===== src/rtl/fft_nlp_arbiter.sv =====
// Two-requester arbiter for a shared FFT engine: round-robin ownership,
// per-job watchdog, read-data mux and per-owner result write enables.
module fft_nlp_arbiter #(
   parameter int unsigned N       = 80,
   parameter int unsigned TIMEOUT = 100000,
   parameter int unsigned CW      = 17
) (
   input  logic         clk,
   input  logic         rst,
   input  logic         req0,
   input  logic         req1,
   output logic         grant0,
   output logic         grant1,
   output logic         done0,
   output logic         done1,
   output logic         startfft,
   input  logic         donefft,
   output logic         busy,
   output logic         timeout_err,
   input  logic [8:0]   eng_addr_real,
   input  logic [8:0]   eng_addr_imag,
   input  logic [N-1:0] req0_real,
   input  logic [N-1:0] req0_imag,
   input  logic [N-1:0] req1_real,
   input  logic [N-1:0] req1_imag,
   output logic [N-1:0] eng_in_real,
   output logic [N-1:0] eng_in_imag,
   input  logic [8:0]   eng_wr_addr,
   input  logic [N-1:0] eng_wr_real,
   input  logic [N-1:0] eng_wr_imag,
   output logic         wr_en0,
   output logic         wr_en1,
   output logic [8:0]   ram_addr_real,
   output logic [8:0]   ram_addr_imag,
   output logic [8:0]   ram_wr_addr,
   output logic [N-1:0] ram_wr_real,
   output logic [N-1:0] ram_wr_imag
);

   typedef enum logic [1:0] {IDLE, START, WAIT, RELEASE} state_t;

   localparam logic [CW-1:0] WD_LAST = CW'(TIMEOUT - 1);

   state_t        state;
   logic          owner;
   logic          last_owner;
   logic          win;
   logic [CW-1:0] wdog;

   // On a tie the requester that did not own the previous job wins.
   always_comb begin
      win = req1;
      if (req0 && req1)
         win = ~last_owner;
   end

   always_ff @(posedge clk or negedge rst) begin
      if (!rst) begin
         state       <= IDLE;
         owner       <= 1'b0;
         last_owner  <= 1'b1;
         wdog        <= '0;
         grant0      <= 1'b0;
         grant1      <= 1'b0;
         done0       <= 1'b0;
         done1       <= 1'b0;
         startfft    <= 1'b0;
         wr_en0      <= 1'b0;
         wr_en1      <= 1'b0;
         busy        <= 1'b0;
         timeout_err <= 1'b0;
      end else begin
         case (state)
            IDLE: begin
               grant0 <= 1'b0;
               grant1 <= 1'b0;
               done0  <= 1'b0;
               done1  <= 1'b0;
               busy   <= 1'b0;
               if (req0 || req1) begin
                  owner       <= win;
                  last_owner  <= win;
                  startfft    <= 1'b1;
                  grant0      <= ~win;
                  grant1      <= win;
                  busy        <= 1'b1;
                  timeout_err <= 1'b0;
                  state       <= START;
               end
            end
            START: begin
               startfft <= 1'b0;
               wdog     <= '0;
               wr_en0   <= ~owner;
               wr_en1   <= owner;
               state    <= WAIT;
            end
            WAIT: begin
               // Completion on the final watchdog cycle takes priority over timeout.
               if (donefft || wdog == WD_LAST) begin
                  wr_en0 <= 1'b0;
                  wr_en1 <= 1'b0;
                  done0  <= ~owner;
                  done1  <= owner;
                  if (!donefft)
                     timeout_err <= 1'b1;
                  state <= RELEASE;
               end else begin
                  wdog <= wdog + CW'(1);
               end
            end
            RELEASE: begin
               done0  <= 1'b0;
               done1  <= 1'b0;
               grant0 <= 1'b0;
               grant1 <= 1'b0;
               busy   <= 1'b0;
               state  <= IDLE;
            end
            default: state <= IDLE;
         endcase
      end
   end

   assign eng_in_real   = owner ? req1_real : req0_real;
   assign eng_in_imag   = owner ? req1_imag : req0_imag;
   assign ram_addr_real = eng_addr_real;
   assign ram_addr_imag = eng_addr_imag;
   assign ram_wr_addr   = eng_wr_addr;
   assign ram_wr_real   = eng_wr_real;
   assign ram_wr_imag   = eng_wr_imag;

endmodule

===== config.mk =====
export PLATFORM = sky130hd
export DESIGN_NAME = fft_nlp_arbiter
export DESIGN_NICKNAME = d
export VERILOG_FILES = /design/src/rtl/fft_nlp_arbiter.sv
export SDC_FILE = /design/constraint.sdc
export NUM_CORES = 1
export LEC_CHECK = 0
export CELL_PAD_IN_SITES_DETAIL_PLACEMENT = 1
export CELL_PAD_IN_SITES_GLOBAL_PLACEMENT = 1
export CORE_AREA = 2 2 338 340
export DETAILED_ROUTE_END_ITERATION = 7
export DIE_AREA = 0 0 340 342
export PLACE_DENSITY = 0.47
export SYNTH_ARGS = -nofsm -noshare
export SYNTH_HDL_FRONTEND = slang
export SYNTH_SLANG_ARGS = --single-unit

===== constraint.sdc =====
create_clock -name clk -period 2.21 [get_ports clk]
set_input_delay 0.5525 -clock clk [delete_from_list [all_inputs] [get_ports clk]]
set_output_delay 0.5525 -clock clk [all_outputs]
set_load 0.05 [all_outputs]

**After elaboration in Yosys (flattened, before gate mapping)**

Index checks and enable logic that the tools add are counted.

- Bitwise operators: 3
- Div/mod/pow operators: 0
- Add/subtract/negate cells: 1
- $lt $le $gt $ge: 0
- Reductions and logical operators: 17
- Equality and inequality tests: 8
- Multiplexer cells: 27
- Multiply operators: 0
- Shifts and indexed selects: 0

Operators by type and width:

| operator | number |
|---|---|
| two-way mux 80 bit | 2 |
| one-hot mux 17 bit (2 select lines) | 1 |
| one-hot mux 1 bit (2 select lines) | 9 |
| adder 17 x 1 -> 17 bit, second input constant | 1 |
| == test 17 bit, second input constant | 1 |
| two-way mux 17 bit | 1 |
| AND reduction 2 bit | 6 |
| two-way mux 1 bit | 11 |
| nonzero test 2 bit | 5 |
| != test 2 bit, second input constant | 4 |
| one-hot mux 2 bit (4 select lines) | 1 |
| == test 2 bit, second input constant | 2 |
| two-way mux 2 bit | 2 |
| AND reduction 4 bit | 1 |
| inverter 1 bit | 3 |
| == test 2 x 1 -> 1 bit, second input constant | 1 |
| logical NOT 2 bit | 1 |
| logical OR 1 bit | 2 |
| OR reduction 2 bit | 1 |
| logical AND 1 bit | 1 |

- Bits in latches: 0
- Word-level logic and storage cells: 69
- Memories kept: 0
- Memory bits (read-only): 0
- Bits of input ports: 512
- Bits in writable memories: 0
- Output and inout port bits: 356
- Register bits: 30

**Longest topological paths before layout**

- Depth after elaboration: 5
- Gate-level depth with buffers: 7
- Depth with buffers taken out: 6

**Worst setup path after synthesis**

Ideal clock, no wire load.

- Path kind: reg2out
- Start point: register owner
- End point: output port eng_in_imag[21]
- Cell stages (with the launch flop): 4
- Arrival: 1.472 ns
- Path buffers: 2
- Path slack: 0.185 ns
- Required time: 1.657 ns
- Path through: dfrtp_1 -> clkbuf_1 -> clkbuf_1 -> mux2_2

- Cells in the longest elaborated chain, start to end: 1

Ends and longest elaborated chain:

| element | RTL line | text |
|---|---|---|
| start: declaration | 45 | `logic owner;` |
| start signal: assignment | 81 | `owner <= win;` |
| two-way mux 80 bit | 126 | `assign eng_in_imag = owner ? req1_imag : req0_imag;` |
| end: declaration | 27 | `output logic [N-1:0] eng_in_imag,` |

No other way between the ends.

**Worst setup path after layout**

- Start point: register owner
- End point: output port eng_in_imag[67]

Same word-level chain as after synthesis.

==> qor.csv <==
metric,value,unit
ys_types,50,
use_met1,10.5,%
dr_total_vias,5556,
crit_top_cell,buf_12,
finalMaxSlewViolations,0,
die_y,342,um
netlist_area,5020,um^2
gp_congestion,0.821,
crit_path_start_kind,flop,
synth_edf_count,0,
p_leak,4.68,nW
syn_nets,1066,
clkSlewWorstSetupHoldPaths,50,ps
max-cap-violations,0,
outcome,"finished, violations left",
num_io_pins,868,
setup_violations,146,
cts_tree,built,
synth.avg_cell_area,9.16,um^2
core,113000,um^2
grt-ovfl-total,0,
largest_reg_flops,17,
rsz0062_at_grt,yes,
cpPeakStageDelay,500,ps
max_slew.worst_pin.slew,538,ps
drtAntennaViolNets,0,
vias_per_cell,2.32,
ir_drop,0.000550,V
yosysMostFrequentCell,buf_4,
largestRegisters,"wdog x17, state x2",
portBuffers,493,
place_ws,-7.57,ps
yosys-top-cells-count,"buf_4, mux2_2, dfrtp_1",
grt_pass1_wl,67.2,mm
yosysTopAreaCellShare,35.9,%
worstHoldPathType,reg2reg,
syn_to_final_growth,147,%
endpoint_kind,primary output,
netlist_instances,548,
firstDrtPassIters,4,
cts_buffers,5,
busiest_layer,met2,
hold_buffers,0,
crit_required,1660,ps
dp.cells,2370,
ys_ff_latch,30,
slew-limit-headroom,63.2,%
antenna_found_initial,16,
synthTopCellsByArea,"mux2_2, buf_4, dfrtp_1",
wirelength,55.1,mm
stdcell_count,2398,
worst-path-max-fanout,6,
row_count,124,
yosys_warnings,0,
dpl.hpwl,47.3,mm
grtUsageMet3,8.61,%
cts-htree-levels,2,
drc,0,
synthFlopType,dfrtp_1,
wl_per_cell,23.0,um
cts_buffer_depth,2,
nets,1398,
cts_sinks,30,
die_w,340,um
dieArea,116000,um^2
slowest_stage,dfrtp_4,
layout_setup_ws,-159,ps
cp_data_arrival_time,1820,ps
worst_skew_pair.late_latency,280,ps
drtIter0Drc,195,
timing.fmax,422,MHz
drive_gt1_share,44.2,%
fin_skew,3.28,ps
violations,setup timing,
grtUsageMet2,11.3,%
seq_area_frac_synth,15.0,%
cts-root-buf,clkbuf_16,
grt_max_degree,31,
regMostFlops,wdog,
async_flop_share,100,%
hold_viol_final,0,
crit_path_cell_trace,buf_12 -> buf_16 -> buf_8 -> mux2_4 -> buf_12,
initial_utilization,4.44,%
track_usage,8.90,%
synth_largest_area_cell,mux2_2,
path_class,reg2out,
grt_pass1_vias,6308,
finalCritPeriodShare,107,%
fin_crit,2370,ps
power.density,1210,nW/um^2
-- power breakdown --
group / switching (W) / leakage (nW) / internal [W]
logic: 0.00748 / 4.20 / 0.00590
clock network: 0.000247 / 0.0832 / 0.000509
registers: 0.000128 / 0.397 / 0.000692
-- final timing paths --
path,slack [ps],start,to,depth (start not counted)
setup / recovery,-160,owner,eng_in_imag[67],5
hold / removal,490,grant0,grant0,2
setup reg to reg,140,state[0],wdog[4],7
hold reg to reg,490,grant0,grant0,2
max in group asynchronous,1310,rst,last_owner,2
min in group asynchronous,650,rst,wdog[7],2
-- cell usage in the layout (no fill, tap or decap), types with 3 or more instances in the layout --
cell	count
and3_2	3
nand3_1	8
buf_8	31
a31oi_1	4
mux2i_1	8
o211ai_1	4
buf_12	69
nand2_1	26
mux2_4	88
diode_2	5
buf_4	20
o41ai_1	3
inv_1	7
or3_1	3
clkbuf_8	3
ha_1	6
nor2_1	8
buf_16	9
mux2_2	72
clkdlybuf4s50_1	329
nand4_1	4
buf_6	77
o21ai_0	10
o31ai_1	3
clkbuf_16	8
dfrtp_1	28
a21oi_1	12
-- per-stage QoR --
stage / util [%] / area (um^2) / hold WS [ps] / setup TNS [ps] / power (W)
after global routing: 10.9 / 12400 / 504 / -18840 / 0.0158
after floorplan: - / 5020 / 257 / 0 / 0.00765
after detailed placement: 9.67 / 10900 / 484 / -7.57 / 0.0121
after global placement: 9.67 / 10900 / 486 / -24.3 / 0.0121
final: 10.9 / 12400 / 487 / -12200 / 0.0150
after CTS: 10.6 / 12000 / 497 / -15760 / 0.0148
-- routing by layer --
layer	up-vias	routed length [um]
li1	2416	-
met1	2638	21800
met2	417	20600
met3	85	11400
met4	0	1180
met5	-	0
-- kinds of logic (layout without fill, tap and decap cells) --
logic type                 count (synthesis)  count (layout)  synth area share (%)
xor gates and xnor gates                   1               1                 0.175
and+or+nand+nor                           74              74                  8.23
adders and majority gates                  6               6                  1.50
AOI/OAI and AO/OA                         49              49                  6.58
muxes                                    168             168                  37.5
DFF                                       30              30                  15.0
buffers and inverters                    220             553                  31.0
other                                      0               5                     0
-- critical path, delay by kind of cell, from the launching register on --
kind     cells  cell delay (ps)
buf+inv      4              640
flops        1              500
mux          1              320
-- what timing repair did --
action,in CTS,in global routing
gates cloned,7,3
setup buffers,3,3
endpoints found under the setup margin,119,159
resized for setup,177,75
-- layout make-up --
type,instances,area [um^2]
timing repair buffer,538,6480
tap,1512,1890
sequential,30,756
fill,13193,101000
inverter,7,26.3
clock buffer,8,166
antenna,5,12.5
multi-input combinational,298,3040
(Power assumes the default switching activity.)
